### src/rtl/fnd_pkg.sv
// fnd_pkg: 7-segment patterns (active-high gfedcba) and pin polarity helper shared by the FND driver.
package fnd_pkg;
  localparam logic [6:0] SEG_0 = 7'h3F;
  localparam logic [6:0] SEG_1 = 7'h06;
  localparam logic [6:0] SEG_2 = 7'h5B;
  localparam logic [6:0] SEG_3 = 7'h4F;
  localparam logic [6:0] SEG_4 = 7'h66;
  localparam logic [6:0] SEG_5 = 7'h6D;
  localparam logic [6:0] SEG_6 = 7'h7D;
  localparam logic [6:0] SEG_7 = 7'h27;
  localparam logic [6:0] SEG_8 = 7'h7F;
  localparam logic [6:0] SEG_9 = 7'h6F;
  localparam logic [6:0] SEG_A = 7'h77;
  localparam logic [6:0] SEG_B = 7'h7C;
  localparam logic [6:0] SEG_C = 7'h39;
  localparam logic [6:0] SEG_D = 7'h5E;
  localparam logic [6:0] SEG_E = 7'h79;
  localparam logic [6:0] SEG_F = 7'h71;
  localparam logic [6:0] SEG_OFF = 7'h00;
  function automatic logic [6:0] seg_polarity(input logic [6:0] pattern, input logic active_low);
    return active_low ? ~pattern : pattern;
  endfunction
endpackage

### src/rtl/fnd_seg_lut.sv
// fnd_seg_lut: nibble to active-high gfedcba pattern; A-F go dark unless hex_mode.
module fnd_seg_lut
  import fnd_pkg::*;
(
  input  logic [3:0] nibble,
  input  logic       hex_mode,
  output logic [6:0] seg
);
  logic [6:0] pat;
  always_comb begin
    pat = SEG_OFF;
    case (nibble)
      4'h0: pat = SEG_0;
      4'h1: pat = SEG_1;
      4'h2: pat = SEG_2;
      4'h3: pat = SEG_3;
      4'h4: pat = SEG_4;
      4'h5: pat = SEG_5;
      4'h6: pat = SEG_6;
      4'h7: pat = SEG_7;
      4'h8: pat = SEG_8;
      4'h9: pat = SEG_9;
      4'hA: pat = SEG_A;
      4'hB: pat = SEG_B;
      4'hC: pat = SEG_C;
      4'hD: pat = SEG_D;
      4'hE: pat = SEG_E;
      default: pat = SEG_F;
    endcase
    seg = (nibble > 4'h9 && !hex_mode) ? SEG_OFF : pat;
  end
endmodule

### src/rtl/fnd_scan_driver.sv
// fnd_scan_driver: multiplexed multi-digit 7-seg scanner with frame-aligned shadow update and anti-ghost blanking.
// Optional FND_LEADING_ZERO_SUPPRESS_EN darkens leading zero digits (digit 0 always shown).
module fnd_scan_driver
  import fnd_pkg::*;
#(
  parameter int NUM_DIGITS   = 4,
  parameter int CLK_HZ       = 50000000,
  parameter int SCAN_HZ      = 1000,
  parameter int BLANK_CYCLES = 2,
  parameter int ACTIVE_LOW   = 1
) (
  input  logic                    clk,
  input  logic                    rst,
  input  logic [4*NUM_DIGITS-1:0] value,
  input  logic                    load,
  input  logic                    hex_mode,
  input  logic [NUM_DIGITS-1:0]   blank_mask,
  input  logic [NUM_DIGITS-1:0]   dp_mask,
  output logic [6:0]              seg_out,
  output logic                    dp_out,
  output logic [NUM_DIGITS-1:0]   digit_en,
  output logic                    frame_done
);
  localparam int DIV = CLK_HZ / SCAN_HZ;
  localparam int PW = $clog2(DIV);
  localparam int IW = NUM_DIGITS > 1 ? $clog2(NUM_DIGITS) : 1;
  localparam int VW = 4 * NUM_DIGITS;
  localparam logic AL = ACTIVE_LOW != 0;
  localparam logic [6:0] SEG_DARK = seg_polarity(SEG_OFF, AL);
  logic [PW-1:0] pre_q, pre_d;
  logic [IW-1:0] idx_q, idx_d;
  logic [VW-1:0] stg_val_q, stg_val_d, shd_val_q, shd_val_d;
  logic stg_hex_q, stg_hex_d, shd_hex_q, shd_hex_d, pending_q, pending_d;
  logic [NUM_DIGITS-1:0] stg_blank_q, stg_blank_d, shd_blank_q, shd_blank_d;
  logic [NUM_DIGITS-1:0] stg_dp_q, stg_dp_d, shd_dp_q, shd_dp_d;
  logic [NUM_DIGITS-1:0] en_q, en_d, lz;
  logic [6:0] seg_q, seg_d, lut_seg;
  logic dp_q, dp_d, fd_q, fd_d;
  logic wrap, last, boundary, blanking, dark;
  logic [3:0] nib;
  fnd_seg_lut u_lut (.nibble(nib), .hex_mode(shd_hex_q), .seg(lut_seg));
`ifdef FND_LEADING_ZERO_SUPPRESS_EN
  logic zrun;
  always_comb begin
    lz = '0;
    zrun = 1'b1;
    for (int i = NUM_DIGITS - 1; i > 0; i--) begin
      zrun = zrun & (shd_val_q[i*4 +: 4] == 4'h0);
      lz[i] = zrun;
    end
  end
`else
  assign lz = '0;
`endif
  always_comb begin
    wrap = pre_q == PW'(DIV - 1);
    last = idx_q == IW'(NUM_DIGITS - 1);
    boundary = wrap && last;
    pre_d = wrap ? '0 : pre_q + PW'(1);
    idx_d = wrap ? (last ? '0 : idx_q + IW'(1)) : idx_q;
    stg_val_d = load ? value : stg_val_q;
    stg_hex_d = load ? hex_mode : stg_hex_q;
    stg_blank_d = load ? blank_mask : stg_blank_q;
    stg_dp_d = load ? dp_mask : stg_dp_q;
    pending_d = !boundary && (load || pending_q);
    // a load landing on the boundary bypasses staging so it shows in the very next frame
    shd_val_d = !boundary ? shd_val_q : load ? value : pending_q ? stg_val_q : shd_val_q;
    shd_hex_d = !boundary ? shd_hex_q : load ? hex_mode : pending_q ? stg_hex_q : shd_hex_q;
    shd_blank_d = !boundary ? shd_blank_q : load ? blank_mask : pending_q ? stg_blank_q : shd_blank_q;
    shd_dp_d = !boundary ? shd_dp_q : load ? dp_mask : pending_q ? stg_dp_q : shd_dp_q;
    nib = shd_val_q[idx_q*4 +: 4];
    dark = shd_blank_q[idx_q] | lz[idx_q];
    blanking = pre_q < PW'(BLANK_CYCLES);
    en_d = blanking ? '0 : NUM_DIGITS'(1) << idx_q;
    seg_d = seg_polarity((blanking || dark) ? SEG_OFF : lut_seg, AL);
    dp_d = AL ^ (!blanking && shd_dp_q[idx_q]);
    fd_d = boundary;
  end
  always_ff @(posedge clk) begin
    if (rst) begin
      pre_q <= '0;
      idx_q <= '0;
      stg_val_q <= '0;
      stg_hex_q <= 1'b0;
      stg_blank_q <= '0;
      stg_dp_q <= '0;
      shd_val_q <= '0;
      shd_hex_q <= 1'b0;
      shd_blank_q <= '0;
      shd_dp_q <= '0;
      pending_q <= 1'b0;
      en_q <= '0;
      seg_q <= SEG_DARK;
      dp_q <= AL;
      fd_q <= 1'b0;
    end else begin
      pre_q <= pre_d;
      idx_q <= idx_d;
      stg_val_q <= stg_val_d;
      stg_hex_q <= stg_hex_d;
      stg_blank_q <= stg_blank_d;
      stg_dp_q <= stg_dp_d;
      shd_val_q <= shd_val_d;
      shd_hex_q <= shd_hex_d;
      shd_blank_q <= shd_blank_d;
      shd_dp_q <= shd_dp_d;
      pending_q <= pending_d;
      en_q <= en_d;
      seg_q <= seg_d;
      dp_q <= dp_d;
      fd_q <= fd_d;
    end
  end
  assign seg_out = seg_q;
  assign dp_out = dp_q;
  assign digit_en = en_q;
  assign frame_done = fd_q;
endmodule
### config.mk
export PLATFORM = sky130hd
export DESIGN_NAME = fnd_scan_driver
export DESIGN_NICKNAME = d
export VERILOG_FILES = /design/src/rtl/fnd_pkg.sv /design/src/rtl/fnd_seg_lut.sv /design/src/rtl/fnd_scan_driver.sv
export SDC_FILE = /design/constraint.sdc
export NUM_CORES = 1
export LEC_CHECK = 0
export CORE_ASPECT_RATIO = 2
export CORE_MARGIN = 4
export CORE_UTILIZATION = 50
export CTS_BUF_LIST = sky130_fd_sc_hd__clkbuf_8
export DETAILED_ROUTE_END_ITERATION = 8
export PLACE_DENSITY = 0.76
export SYNTH_ARGS = -nofsm -noshare
export SYNTH_HDL_FRONTEND = slang
export SYNTH_HIERARCHICAL = 1
export SYNTH_SLANG_ARGS = --single-unit
export TNS_END_PERCENT = 30
### constraint.sdc
create_clock -name clk -period 2.1 [get_ports clk]
set_input_delay 0.42 -clock clk [delete_from_list [all_inputs] [get_ports clk]]
set_output_delay 0.42 -clock clk [all_outputs]
set_load 0.05 [all_outputs]
==> results of run 1 <==
==> flip-flops by register name (all words and copies together), names as in the netlist, 2 cells and up <==
register and count:
stg_dp_q 4, stg_blank_q 4, stg_val_q 16, shd_val_q 16
seg_out 7, pre_q 16, shd_blank_q 4, idx_q 2
shd_dp_q 4, digit_en 4
==> final cells by class <==
type / count / area share
well taps: 90 / 0.0257
inverters: 3 / 0.00257
multi-input cells: 233 / 0.415
repair buffers: 63 / 0.138
clock buffers: 11 / 0.0345
flip-flops and latches: 82 / 0.375
clock inverters: 3 / 0.00913
==> cell usage in the layout, fill, tap and decap left out, drive strengths merged, types with 2 or more instances in the layout <==
cell type      netlist  routed
ha                   7       7
dfxtp               82      82
and3                 3       3
nor4                 3       3
nor3                 3       3
xor2                 9       9
and4                 6       6
buf                 12      24
nor3b                2       2
or3                  2       2
mux4                 6       6
mux2                26      26
nand3                7       7
clkbuf               9      11
nand2               18      18
inv                  3       3
mux2i               29      29
clkdlybuf4s50        0      39
or2                  3       3
nand2b               3       3
xnor2                3       3
clkinv               0       2
nor2                49      49
a211oi               3       3
o22ai                2       2
and3b                3       3
nor2b               29      29
nand4                4       4
o21ai                3       3
a21oi                4       4
==> worst max-delay path: stages, from the launching register on <==
cell,delay (ns)
sky130_fd_sc_hd__dfxtp_2,0.34
sky130_fd_sc_hd__mux4_2,0.51
sky130_fd_sc_hd__ha_2,0.22
sky130_fd_sc_hd__buf_4,0.14
sky130_fd_sc_hd__nand2b_1,0.16
sky130_fd_sc_hd__mux2_2,0.27
sky130_fd_sc_hd__o22ai_1,0.16
sky130_fd_sc_hd__nand2_1,0.06
==> kinds of logic after synthesis <==
family                   after synthesis  synth area share
adder cells (fa/ha/maj)                7            0.0243
flip-flops                            82             0.455
buffers and inverters                 24            0.0427
AND/OR/NAND/NOR                      135             0.196
AO/OA/AOI/OAI                         18            0.0323
multiplexers                          61             0.220
XOR/XNOR                              12            0.0292
==> power by group through the flow <==
stage          clock network (W)  registers, W  logic (W)
3_5_place_dp                   0       0.00165   0.000263
6_report                 0.00113       0.00161   0.000261
4_1_cts                  0.00115       0.00161   0.000264
5_1_grt                  0.00122       0.00162   0.000283
2_1_floorplan                  0       0.00170   0.000101
3_3_place_gp                   0       0.00165   0.000260
==> worst min-delay path by stage <==
stage                     cells past startpoint            to         start  slack [ns]
after floorplan                               1      pre_q[0]      pre_q[0]        0.45
after global placement                        2  stg_val_q[4]  stg_val_q[4]        0.48
after detailed placement                      2  stg_val_q[1]  stg_val_q[1]        0.50
after CTS                                     2     pending_q           rst        0.47
after global routing                          2     stg_hex_q           rst        0.50
final                                         2     pending_q           rst        0.48
==> through the flow <==
stage,power (W),area (µm²),util
6_report,0.00301,4390,0.627
2_1_floorplan,0.00180,3620,-
5_1_grt,0.00312,4390,0.627
3_3_place_gp,0.00191,4180,0.598
4_1_cts,0.00303,4370,0.625
3_5_place_dp,0.00191,4180,0.598
==> cell usage after synthesis, drive strengths merged, types with 3 or more instances <==
library cell	n
and3	3
ha	7
o21ai	3
or2	3
buf	12
and3b	3
a211oi	3
nor3	3
nor2b	29
clkbuf	9
xor2	9
nor2	49
nand3	7
mux4	6
xnor2	3
a21oi	4
and4	6
nand2b	3
nand2	18
mux2i	29
dfxtp	82
mux2	26
nor4	3
inv	3
nand4	4
==> routing by layer <==
layer / GRT usage / up-vias
met2: 0.316 / 65
li1: - / 1264
met3: 0.0325 / 16
met5: 0 / -
met4: 0.0950 / 0
met1: 0.192 / 1224
==> what timing repair did <==
action / CTS / global route
hold endpoints to repair: 0 / 0
endpoints found under the setup margin: 0 / 6
gates resized for setup: 0 / 5
setup buffers: 0 / 0
hold buffers: 0 / 0
==> flow_results.org, run 1 <==
** Outcome
- Result of the run :: complete, no violations

** Synth
- Cell area after synthesis :: 3600 µm²
- Count of warnings emitted by yosys :: 6
- Synthesis handed over a netlist of 339 instances.
- Averaged over all synthesized cells, the footprint is 10.6 µm².
- Number of unique standard cell types used by synthesis :: 45
- Of the post-synthesis cell area, the dominant cell type holds 0.455.
- Among all flip-flop cells after synthesis, the most frequent one is sky130_fd_sc_hd__dfxtp_1.
- Cell type with the largest total area after synthesis :: sky130_fd_sc_hd__dfxtp_1
- Number of storage elements in the synthesis netlist :: 82
- Of the synthesized area, sequential elements account for 0.455.
- The number of nets in the synthesized netlist is 374.
- Synth area leaders :: sky130_fd_sc_hd__dfxtp_1 (46%), sky130_fd_sc_hd__mux2_4 (8.3%), sky130_fd_sc_hd__mux2i_1 (8.1%)
- In the synthesized netlist the async set-or-reset flop fraction comes to 0.
- Count of flip-flops with a built-in enable after synthesis :: 0

** Finish
- The sequential cells in the finished layout cover a total of 1640 µm².
- The filler cells instantiated in the layout total 588.
- Area occupied by multi-input gates :: 1820 µm²
- Fin nets :: 427
- Area added between synthesis and finish :: 21.7%
- The number of antenna diodes in the final layout is 0.
- Layout cells sized above 1 :: 0.213
- Non-filler instance count after layout :: 485

** Power and ir drop
- P_int :: 0.00232 W
- Register share of total power :: 0.537
- Peak supply drop :: 0.413 mV
- Fraction of power consumed by the clock network :: 0.376
- The share of total power dissipated in combinational logic is 0.087.
- Sw Ratio :: 0.228
- Power dissipated by switching net loads :: 0.000687 W
- Power per cell area :: 686 nW/µm²
- Summed over all cells, the static leakage comes to 1.78 nW.

** Clock tree
- Sink count of the clock tree :: 82
- Worst skew pair latency :: 0.35 ns
- Clock tree from TritonCTS :: yes
- The tree is rooted in a sky130_fd_sc_hd__clkbuf_8.
- Clock-pin slew of the registers on the worst-case setup and hold paths :: 0.08 ns
- H-tree depth :: 3
- Buffers inserted during clock tree synthesis total 9.
- CTS max path bufs :: 2

** Placed design
- The congestion estimate from routability-driven global placement came to 0.834.
- Once placement completed, the tool counted placed cells totaling 471.
- Timing analysis after detailed placement gives a worst setup slack of 0.0599 ns.
- Buffers placed on the I/O ports in this run total 40.
- Half-perimeter wire length after detailed placement :: 5130 µm

** Critical path
- CP arrival :: 2.21 ns
- Worst Setup EP :: seg_out[0]
- In this run the critical register-to-register path is captured at seg_out[0].
- Required time of the critical path :: 2.32 ns
- By startpoint and endpoint, the worst setup path is classified as register to register.
- Startpoint of the most critical register-to-register path :: idx_q[0]
- Critical Path Sink Type :: register
- The setup check on the worst reg-to-reg path leaves a slack of 0.12 ns.
- Timing startpoint of the critical path :: idx_q[0]
- Depth of the worst register-to-register path :: 7
- Element type at the critical path start :: register
- Critical path fanouts, max :: 4

** Worst hold path
- The path class of the tightest hold or removal check is primary input to register.

** Floorplan
- Die Wd :: 68.0 µm
- In this run the vertical extent of the chip is 128 µm.
- For this configuration, the core starts out at a cell density of 0.515.
- Die area :: 8710 µm²
- Placeable core region :: 6990 µm²
- The floorplan has 43 rows.
- Pin placement for this block handled 41 I/O pins.

** Timing
- Total of endpoints with negative setup slack in the final report :: 0
- The worst path in the final design needs a cycle of 1.98 ns, including I/O delays and setup.
- Derived from the worst setup path, the maximum achievable clock frequency is 504 MHz.
- Worst Max-Slew Pin Slew :: 0.553 ns
- Smallest hold slack :: 0.484 ns
- After layout, the worst setup slack is 0.116 ns.
- Relative max-transition margin :: 0.631
- Dividing the final minimum period by the clock period gives 0.945.
- Unrepaired setup endpoints after global routing :: no
- On the final layout, the worst clock skew is 0.00338 ns.
- The final hold violation count came to 0.
- Adding up every negative setup slack in the final design gives 0 ns.
- The max-slew violation count was 0.

** Drt
- The detailed router finished its first iteration with 126 violations.
- DR top layer :: met4
- Final routed wirelength across all metal layers :: 7150 µm
- Count of unresolved DRC violations after routing :: 0
- Via density :: 5.30
- The detailed router placed 2569 vias in this run.
- In the detailed route, the total length drawn on met3 is 290 µm.
- Antenna Violating Nets Remaining :: 0
- After detailed routing, the wire length on met1 is 2790 µm.
- Detailed Routing Iterations Pass 1 :: 4
- Dividing the detail-routed wire length by the instance count gives 14.7 µm.
- In the detailed route, the total length drawn on met2 is 3870 µm.

** Global routing
- The total overflow left after global routing is 0.
- Entering global routing, the biggest net connects 44 pins.
- The first global-routing pass estimated 11900 µm of wire.
- Number of antenna violations at the first check in global routing :: 0
- Aggregate global-route resource usage :: 0.179
- The via count of the first global-routing pass came to 2587.

** Job
- Max-capacitance violation count :: 0
Note: power is estimated with default switching activity, not from simulation.
==> run 2: changes to the inputs <==
--- a/config.mk
+++ b/config.mk
@@ -7,10 +7,10 @@
 export LEC_CHECK = 0
 export CORE_ASPECT_RATIO = 2
 export CORE_MARGIN = 4
-export CORE_UTILIZATION = 50
+export CORE_UTILIZATION = 36
 export CTS_BUF_LIST = sky130_fd_sc_hd__clkbuf_8
 export DETAILED_ROUTE_END_ITERATION = 8
-export PLACE_DENSITY = 0.76
+export PLACE_DENSITY = 0.58
 export SYNTH_ARGS = -nofsm -noshare
 export SYNTH_HDL_FRONTEND = slang
 export SYNTH_HIERARCHICAL = 1
==> run 2 against run 1 <==
  * Non-clock buffer count fell by 1
  * Wire length rose by 0.35%
  * Critical path depth fell by 1
  * Core utilization fell by 17 points
  * Design area rose by 0.66%
  * Global-route usage fell by 4.7 points
  * Worst setup slack improved by 0.058 ns
  * Sequential share of layout area fell by 0.24 points
  * Clock power fell by 4%
  * Critical endpoint unchanged
  * Highest routed layer unchanged
==> flow_results.org, run 2 (synthesis gave the netlist of run 1 again) <==
** Timing
- The max-slew violation count is 0.
- Hold Violations, Final :: 0
- Final clock period utilization by the worst path :: 0.917
- For the pin with the worst max-slew slack, the measured transition is 0.507 ns.
- Achievable clock frequency :: 519 MHz
- Total of endpoints with negative setup slack in the final report :: 0
- Summed over all failing endpoints, the final setup total negative slack is 0 ns.
- Relative max-transition margin :: 0.661
- The clock arrives with 0.00702 ns of skew.
- Shortest period the worst path allows :: 1.93 ns
- Setup repair after global routing left no endpoint under its margin.

** Drt
- After detailed routing, the average wire length per cell comes to 13.6 µm.
- Count of unresolved DRC violations after routing :: 0
- Initial DRC Count :: 41
- Antenna Violating Nets Remaining :: 0
- Final routed wirelength across all metal layers :: 7170 µm
- Using the TritonRoute via totals, the vias-per-cell ratio works out to 4.72.
- The routed layout has 2486 vias.
- The pre-antenna-repair detailed-routing pass consisted of 4 iterations.

** Clock tree
- After clock tree synthesis, the clock-pin slew on the worst setup and hold paths is 0.08 ns.
- Buffers inserted during clock tree synthesis total 9.
- Clock root cell :: sky130_fd_sc_hd__clkbuf_8
- For the worst-skew pair, the clock arrives at the later sink with an insertion delay of 0.34 ns.
- Once the clock tree was built, the setup fixing pass inserted 0 buffers.
- In this run the number of H-tree levels came out at 3.
- The clock passes through at most 2 buffers.
- CTS saw 82 sinks.
- TritonCTS built the clock tree.
- Hold bufs inserted after CTS :: 0
- The number of gates resized after CTS was 0.

** Finish
- The finished cells cover 4410 µm².
- The largest registers in the layout are pre_q (16), shd_val_q (16), stg_val_q (16).
- The number of antenna diodes in the final layout is 0.
- The filler cells instantiated in the layout total 937.
- The final layout contains 426 nets.
- Leaving out fill and tap cells, the most frequent cell in the layout is sky130_fd_sc_hd__dfxtp_1.
- From synthesis to final layout, the design area changed by 22.5%.
- Most frequent cells in the layout :: sky130_fd_sc_hd__dfxtp_1 (80), sky130_fd_sc_hd__nor2_1 (49), sky130_fd_sc_hd__clkdlybuf4s50_1 (38)
- Layout cells sized above 1 :: 0.208

** Power and ir drop
- In this run the power density over the cells is 671 nW/µm².
- The analysis attributes to net switching a power of 0.000677 W.
- Peak supply drop :: 0.378 mV
- The internal power of the cells totals 0.00228 W.
- Of the total power, registers draw 0.545.
- Of the total power, the clock network draws 0.367.
- Sw Ratio :: 0.229
- The share of total power dissipated in combinational logic is 0.088.
- Leakage power total :: 1.78 nW

** Floorplan
- The die is 150 µm tall.
- The floorplan step defined a core boundary enclosing 9760 µm².
- 41 I/O pins were placed.
- The floorplan step defined a die boundary enclosing 11800 µm².
- For this configuration, the core starts out at a cell density of 0.369.
- Die Wd :: 78.8 µm
- Number of rows created at floorplan :: 51

** Global routing
- Met2 usage :: 0.237
- In the global route stage, met3 resource usage came out at 0.0361.
- In the global route stage, overall resource usage came out at 0.131.
- Largest net degree at the start of global routing :: 27
- GR Overflow Total :: 0
- First-pass GRT wire length :: 12000 µm
- The initial antenna violation count is 0.
- Number of global-route vias before repair :: 2463
- GRT Max-Usage Layer :: met2
- GR met1 Demand/Resource :: 0.140

** Job
- The tool flagged a number of max-cap violations equal to 0.

** Critical path
- Startpoint of the most critical register-to-register path :: idx_q[0]
- Of all nets on the critical path, the largest fanout is 6.
- Worst R2R End :: seg_out[0]
- Critical Path Sink Type :: register
- For the worst setup path, the data arrival time is 2.15 ns.
- Setup slack, reg-to-reg :: 0.17 ns
- Depth of the worst register-to-register path :: 6
- For the worst setup path, the data required time is 2.32 ns.
- The worst setup path is launched from a register.
- The worst setup path is of the register to register kind.

** Placed design
- Count of port buffers added during placement :: 40
- At the end of routability-driven placement, the weighted congestion stood at 0.841.
- Half-perimeter wire length after detailed placement :: 5280 µm
- In this run the cell area measured after placement is 4210 µm².

** Worst hold path
- The tightest min-delay check is of the primary input to register type.
- Along the worst hold path, the cell count comes to 3.
- The startpoint identified for the worst hold timing path is load.
- The path with the worst hold slack has its endpoint at pending_q.

** Outcome
- The run finished with clean final reports.
## run 2: worst max-delay path by stage
stage	from	endpoint	slack, ns	cells past startpoint
floorplan	idx_q[0]	seg_out[6]	0.03	8
global placement	idx_q[1]	seg_out[6]	0.13	7
detailed placement	idx_q[1]	seg_out[6]	0.08	7
CTS	idx_q[1]	seg_out[6]	0.06	7
global route	idx_q[1]	seg_out[6]	0.05	7
finish	idx_q[0]	seg_out[0]	0.17	6
## run 2: worst max-delay path: stages, from the launching register on
cell                       delay, ns
sky130_fd_sc_hd__dfxtp_2        0.34
sky130_fd_sc_hd__mux4_2         0.58
sky130_fd_sc_hd__ha_4           0.22
sky130_fd_sc_hd__nand2b_1       0.15
sky130_fd_sc_hd__mux2_2         0.28
sky130_fd_sc_hd__o22ai_1        0.16
sky130_fd_sc_hd__nand2_1        0.06
## run 2: cell type report
type / count / area [µm²] / area share
multi-input cells: 233 / 1830 / 0.414
flip-flops and latches: 82 / 1640 / 0.372
repair buffers: 62 / 581 / 0.132
well taps: 132 / 165 / 0.0374
clock buffers: 10 / 138 / 0.0312
clock inverters: 5 / 47.5 / 0.0108
inverters: 3 / 11.3 / 0.00255
## run 2: through the flow
stage	util	power [W]	hold slack [ns]	std cells	setup slack (ns)
CTS	0.450	0.00301	0.441	527	0.0648
global route	0.452	0.00309	0.471	527	0.0537
detailed placement	0.431	0.00192	0.499	512	0.0839
finish	0.452	0.00296	0.455	527	0.173
global placement	0.431	0.00191	0.493	512	0.130
floorplan	-	0.00180	0.449	339	0.0259
## run 2: power groups by stage
stage          Combinational (W)  Clock [W]  Sequential, W
5_1_grt                 0.000286    0.00119        0.00162
3_3_place_gp            0.000265          0        0.00165
3_5_place_dp            0.000266          0        0.00165
2_1_floorplan           0.000101          0        0.00170
4_1_cts                 0.000267    0.00113        0.00161
6_report                0.000262    0.00109        0.00161
## run 2: metal layers
layer | routed length, µm | share of wire | vias to the layer above
met1 | 2900 | 0.40 | 1168
li1 | - | - | 1268
met3 | 251 | 0.035 | 14
met4 | 172 | 0.024 | 0
met5 | 0 | 0 | -
met2 | 3850 | 0.54 | 36
